--- config.mk ---
export PLATFORM = sky130hd
export DESIGN_NAME = ram_port_master
export DESIGN_NICKNAME = d
export VERILOG_FILES = /design/src/rtl/ram_bus_pkg.sv /design/src/rtl/ram_rd_return.sv /design/src/rtl/ram_port_master.sv
export SDC_FILE = /design/constraint.sdc
export NUM_CORES = 1
export LEC_CHECK = 0
export CAP_MARGIN = 20
export CORE_MARGIN = 4
export CORE_UTILIZATION = 41
export DETAILED_ROUTE_END_ITERATION = 16
export PLACE_DENSITY = 0.75
export REMOVE_ABC_BUFFERS = 1
export SETUP_SLACK_MARGIN = 0.15
export SLEW_MARGIN = 20
export SYNTH_ARGS = -nofsm -noshare
export SYNTH_HDL_FRONTEND = slang
export SYNTH_SLANG_ARGS = --single-unit
--- constraint.sdc ---
create_clock -name clk -period 3.25 [get_ports clk]
set_input_delay 0.65 -clock clk [delete_from_list [all_inputs] [get_ports clk]]
set_output_delay 0.65 -clock clk [all_outputs]
set_load 0.05 [all_outputs]
--- src/rtl/ram_bus_pkg.sv ---
// Shared definitions for the 24-bit address / 16-bit data RAM request bus.
package ram_bus_pkg;

    localparam int RAM_ADDR_W = 24;
    localparam int RAM_DATA_W = 16;

    typedef enum logic [1:0] {
        IDLE     = 2'd0,
        RD_PEND  = 2'd1,
        WR_FENCE = 2'd2
    } ram_master_state_e;

endpackage

--- src/rtl/ram_rd_return.sv ---
// Read-return path: paced pops of the RAM read-data FIFO and the registered
// response to the processor.
module ram_rd_return
    import ram_bus_pkg::*;
(
    input  logic                  clk,
    input  logic                  rst,
    input  logic                  ram_rd_ready,
    input  logic [RAM_DATA_W-1:0] ram_rd_data,
    input  logic                  pending,
    output logic                  pop,
    output logic                  ram_rd_ack,
    output logic                  resp_valid,
    output logic [RAM_DATA_W-1:0] resp_data
);

    // Skipping the cycle after an ack gives the FIFO head time to advance.
    assign pop = ram_rd_ready && pending && !ram_rd_ack;

    always_ff @(posedge clk or posedge rst) begin
        if (rst) begin
            ram_rd_ack <= 1'b0;
            resp_valid <= 1'b0;
            resp_data  <= '0;
        end else begin
            ram_rd_ack <= pop;
            resp_valid <= pop;
            if (pop) begin
                resp_data <= ram_rd_data;
            end
        end
    end

endmodule

--- src/rtl/ram_port_master.sv ---
// RAM bus initiator: issues single-word strobes, limits outstanding reads,
// fences reads behind writes and returns read words in request order.
module ram_port_master
    import ram_bus_pkg::*;
#(
    parameter int MAX_OUTSTANDING = 4,
    parameter int FENCE_CYCLES    = 16
) (
    input  logic                  clk,
    input  logic                  rst,
    input  logic                  req_valid,
    input  logic                  req_we,
    input  logic [RAM_ADDR_W-1:0] req_addr,
    input  logic [RAM_DATA_W-1:0] req_wdata,
    output logic                  req_ready,
    output logic                  resp_valid,
    output logic [RAM_DATA_W-1:0] resp_data,
    output logic [3:0]            outstanding,
    output logic [RAM_ADDR_W-1:0] ram_addr,
    output logic [RAM_DATA_W-1:0] ram_wr_data,
    output logic                  ram_wr_en,
    output logic                  ram_rd_en,
    input  logic                  ram_busy,
    input  logic                  ram_rd_ready,
    input  logic [RAM_DATA_W-1:0] ram_rd_data,
    output logic                  ram_rd_ack,
    output logic [1:0]            state_dbg
);

    ram_master_state_e state;
    logic [7:0]        fence_cnt;
    logic [7:0]        fence_next;
    logic [3:0]        out_next;
    logic              strobe_active;
    logic              rd_ok;
    logic              wr_ok;
    logic              wr_accept;
    logic              rd_accept;
    logic              pop;

    assign state_dbg = state;

    // Handshake: a request transfers on the rising edge where req_valid and
    // req_ready are both high; req_we/req_addr/req_wdata are only looked at
    // on that edge. req_ready never depends on state changed by that edge.
    assign strobe_active = ram_wr_en || ram_rd_en;
    assign rd_ok         = (outstanding < 4'(MAX_OUTSTANDING)) && (fence_cnt == 8'd0);
    assign wr_ok         = (outstanding == 4'd0);
    assign req_ready     = !rst && !ram_busy && !strobe_active && (req_we ? wr_ok : rd_ok);
    assign wr_accept     = req_valid && req_ready && req_we;
    assign rd_accept     = req_valid && req_ready && !req_we;

    always_comb begin
        out_next = outstanding;
        if (rd_accept && !pop) begin
            out_next = outstanding + 4'd1;
        end else if (!rd_accept && pop) begin
            out_next = outstanding - 4'd1;
        end
    end

    always_comb begin
        fence_next = 8'd0;
        if (wr_accept) begin
            fence_next = 8'(FENCE_CYCLES);
        end else if (fence_cnt != 8'd0) begin
            fence_next = fence_cnt - 8'd1;
        end
    end

    always_ff @(posedge clk or posedge rst) begin
        if (rst) begin
            state       <= IDLE;
            fence_cnt   <= 8'd0;
            outstanding <= 4'd0;
            ram_addr    <= '0;
            ram_wr_data <= '0;
            ram_wr_en   <= 1'b0;
            ram_rd_en   <= 1'b0;
        end else begin
            ram_wr_en   <= wr_accept;
            ram_rd_en   <= rd_accept;
            fence_cnt   <= fence_next;
            outstanding <= out_next;
            if (wr_accept || rd_accept) begin
                ram_addr <= req_addr;
            end
            if (wr_accept) begin
                ram_wr_data <= req_wdata;
            end
            // A running fence dominates; otherwise pending reads decide.
            if (fence_next != 8'd0) begin
                state <= WR_FENCE;
            end else if (out_next != 4'd0) begin
                state <= RD_PEND;
            end else begin
                state <= IDLE;
            end
        end
    end

    ram_rd_return u_rd_return (
        .clk          (clk),
        .rst          (rst),
        .ram_rd_ready (ram_rd_ready),
        .ram_rd_data  (ram_rd_data),
        .pending      (outstanding != 4'd0),
        .pop          (pop),
        .ram_rd_ack   (ram_rd_ack),
        .resp_valid   (resp_valid),
        .resp_data    (resp_data)
    );

endmodule

==> impl_metrics.tcl <==
set metrics [dict create \
    grt_usage 0.1691 \
    drc 0 \
    synth_top_cell_by_area "dfrtp_1" \
    ctsHoldBuffers 0 \
    ys_ff_latch 73 \
    fin_skew_ps 6.757 \
    arrival_ps 2190 \
    port_buffers 128 \
    switching_share 0.4564 \
    synth_compound_area_frac 0.02265 \
    fin_setup_tns_ps 0 \
    clk_pin_slew_ps 80 \
    ys_seq_area_frac 0.5906 \
    synthSimpleGateAreaFrac 0.2197 \
    fp.dieArea_um2 8997 \
    drive_gt1_frac 0.1418 \
    dpl.hpwl_um 5473 \
    syn_to_final_growth_pct 52.02 \
    p_leak_nw 2.165 \
    globalplace.congestion 0.7869 \
    synthAdderAreaFrac 0.01942 \
    die_h_um 94.86 \
    io_pins 129 \
    synth_area_um2 3093 \
    dp.cells 506 \
    p_per_area_nw_per_um2 995.2 \
    avgSynthCellArea_um2 10.85 \
    cts.sinks 73 \
    grt_pass1_vias 2538 \
    antenna_found_initial 0 \
    cts_root_buf "clkbuf_8" \
    grt_max_degree 49 \
    max_freq_ghz 0.3518 \
    post_cts_resized 0 \
    nets 484 \
    wl_met3_um 843 \
    synth_top_area_share 0.5906 \
    power_frac_clock 0.172 \
    cts_buffers 9 \
    total_power_mw 4.680 \
    status "finished clean" \
    async_flop_share 1.000 \
    wl_per_cell_um 14.10 \
    drtAntennaViolNets 0 \
    syn_inst 285 \
    setup_viol 0 \
    drt_pass1_iterations 4 \
    routed_wl_um 7362 \
    clock_latency_ps 340 \
    routed-wl-met2_um 3308 \
    synth.area.top_cells "dfrtp_1, nand2_1, mux2_2" \
    drtIter0Drc 62 \
    synth_ff_type "dfrtp_1" \
    core.rowCount 31 \
    synth_mux_area_frac 0.08738 \
    p_int_mw 2.544 \
    fin_crit_sh 0.8746 \
    fin_util 0.6448 \
    stdcell_count 522 \
    dpl-instance-area_um2 4477 \
    end_kind "output port" \
    core_um2 7292 \
    grt_pass1_wl_um 11870 \
    crit_required_ps 2600 \
    synth_edf_count 0 \
    routed_via_density 4.697 \
    cts_tree "built" \
    vias 2452 \
    tightest_slew_ps 562.3 \
    yosysMostFrequentCell "nand2_1" \
    slew_headroom 0.6217 \
    antennaDiodeCount 0 \
    clockBufferDepth 2 \
    floorplan.initialDensity 0.4242 \
    p_switching_mw 2.136 \
    crit_path_max_fanout 3 \
    yosys.area_share.xor_xnor 0.02549 \
    worstSetupStartpointType "input pin" \
    cts_setup_buffers 0 \
    dr.max_layer_used "met4" \
    synth_cell_type_count 43 \
    wl_met1_um 3162 \
    htree_levels 3 \
    drv_cap 0 \
    yosys_warnings 0 \
    finalMaxSlewViolations 0 \
    finalInstanceArea_um2 4702 \
    rsz0062_at_grt "false" \
    critPathKind "in2out" \
    final.min_clock_period_ps 2842 \
    synth_top_family_by_area "simple AND/OR/NAND/NOR gates" \
    synth_common_cells "nand2_1, dfrtp_1, mux2_2" \
    pwr-share-seq 0.317 \
    vdd_ir_drop_max_v 0.0005895 \
    overflow 0 \
    final-hold-violation-count 0 \
    p_comb_frac 0.511 \
    die_w_um 94.86 \
    hold_path_class "reg2reg" \
]
## final cells by class
cell class | instances | area (µm²)
fill | 635 | 2590
sequential | 73 | 1827
timing repair buffer | 132 | 1334
multi-input combinational | 193 | 1159
clock buffer | 9 | 123.9
tap | 99 | 123.9
clock inverter | 7 | 101.3
inverter | 9 | 33.78
## metrics by stage
step / hold slack, ps / worst slack [ps]
2_1_floorplan: 468.1 / 556.2
3_3_place_gp: 449.4 / 389.4
3_5_place_dp: 454.7 / 411.5
4_1_cts: 473.7 / 400.3
5_1_grt: 491.5 / 348.9
6_report: 470.1 / 407.6
## registers in the layout, summed over array words and instances (netlist names)
name	flops
state_dbg	2
outstanding	4
u_rd_return.resp_data	16
ram_addr	24
fence_cnt	8
ram_rd_en	1
u_rd_return.ram_rd_ack	1
ram_wr_en	1
ram_wr_data	16
## worst max-delay path, stage by stage
cell and delay (ps):
clkdlybuf4s50_1 430, or4b_4 520, o21a_1 230, nor2_1 200, buf_12 170
## cell families after synthesis
family | after synthesis
AO/OA/AOI/OAI | 9
XOR/XNOR | 9
adder cells (fa/ha/maj) | 5
buffers and inverters | 19
flip-flops | 73
multiplexers | 24
AND/OR/NAND/NOR | 146
## placed cells by master (no fill, tap or decap), types with 3 or more instances in the layout
master	netlist	final
inv_6	0	3
xor2_1	3	3
buf_4	1	3
ha_1	4	4
nor3_1	3	3
dfrtp_1	73	73
clkdlybuf4s50_1	0	127
inv_1	8	7
nor3b_1	3	3
nor2_1	14	14
xnor2_1	6	6
nand3_1	3	3
clkbuf_8	0	9
mux2_2	24	24
nand2_1	102	102
## power groups by stage
stage	clock network (mW)	registers, mW	logic, mW
2_1_floorplan	0	2.48	0.579
3_3_place_gp	0	1.49	2.37
3_5_place_dp	0	1.50	2.41
4_1_cts	0.827	1.49	2.41
5_1_grt	0.868	1.54	2.54
6_report	0.804	1.48	2.39
## worst paths after layout
check	depth (start not counted)	endpoint	startpoint	slack, ps
hold reg to reg	2	ram_wr_data[3]$_DFFE_PP0N_	ram_wr_data[3]$_DFFE_PP0N_	470
setup reg to reg	8	u_rd_return.resp_data[0]$_DFFE_PP0P_	outstanding[0]$_DFF_PP0_	750
setup / recovery	5	req_ready	req_we	410
min in group asynchronous	2	ram_addr[10]$_DFFE_PP0P_	rst	750
max in group asynchronous	3	ram_wr_data[0]$_DFFE_PP0N_	rst	1850
hold / removal	2	ram_wr_data[3]$_DFFE_PP0N_	ram_wr_data[3]$_DFFE_PP0N_	470
## routing by layer
metal  GRT usage  vias to the layer above
met4     0.05409                        0
met1      0.2091                     1156
met3     0.07410                        7
li1            -                     1187
met5           0                        -
met2      0.2660                      102
Note: power is estimated with default switching activity, not from simulation.
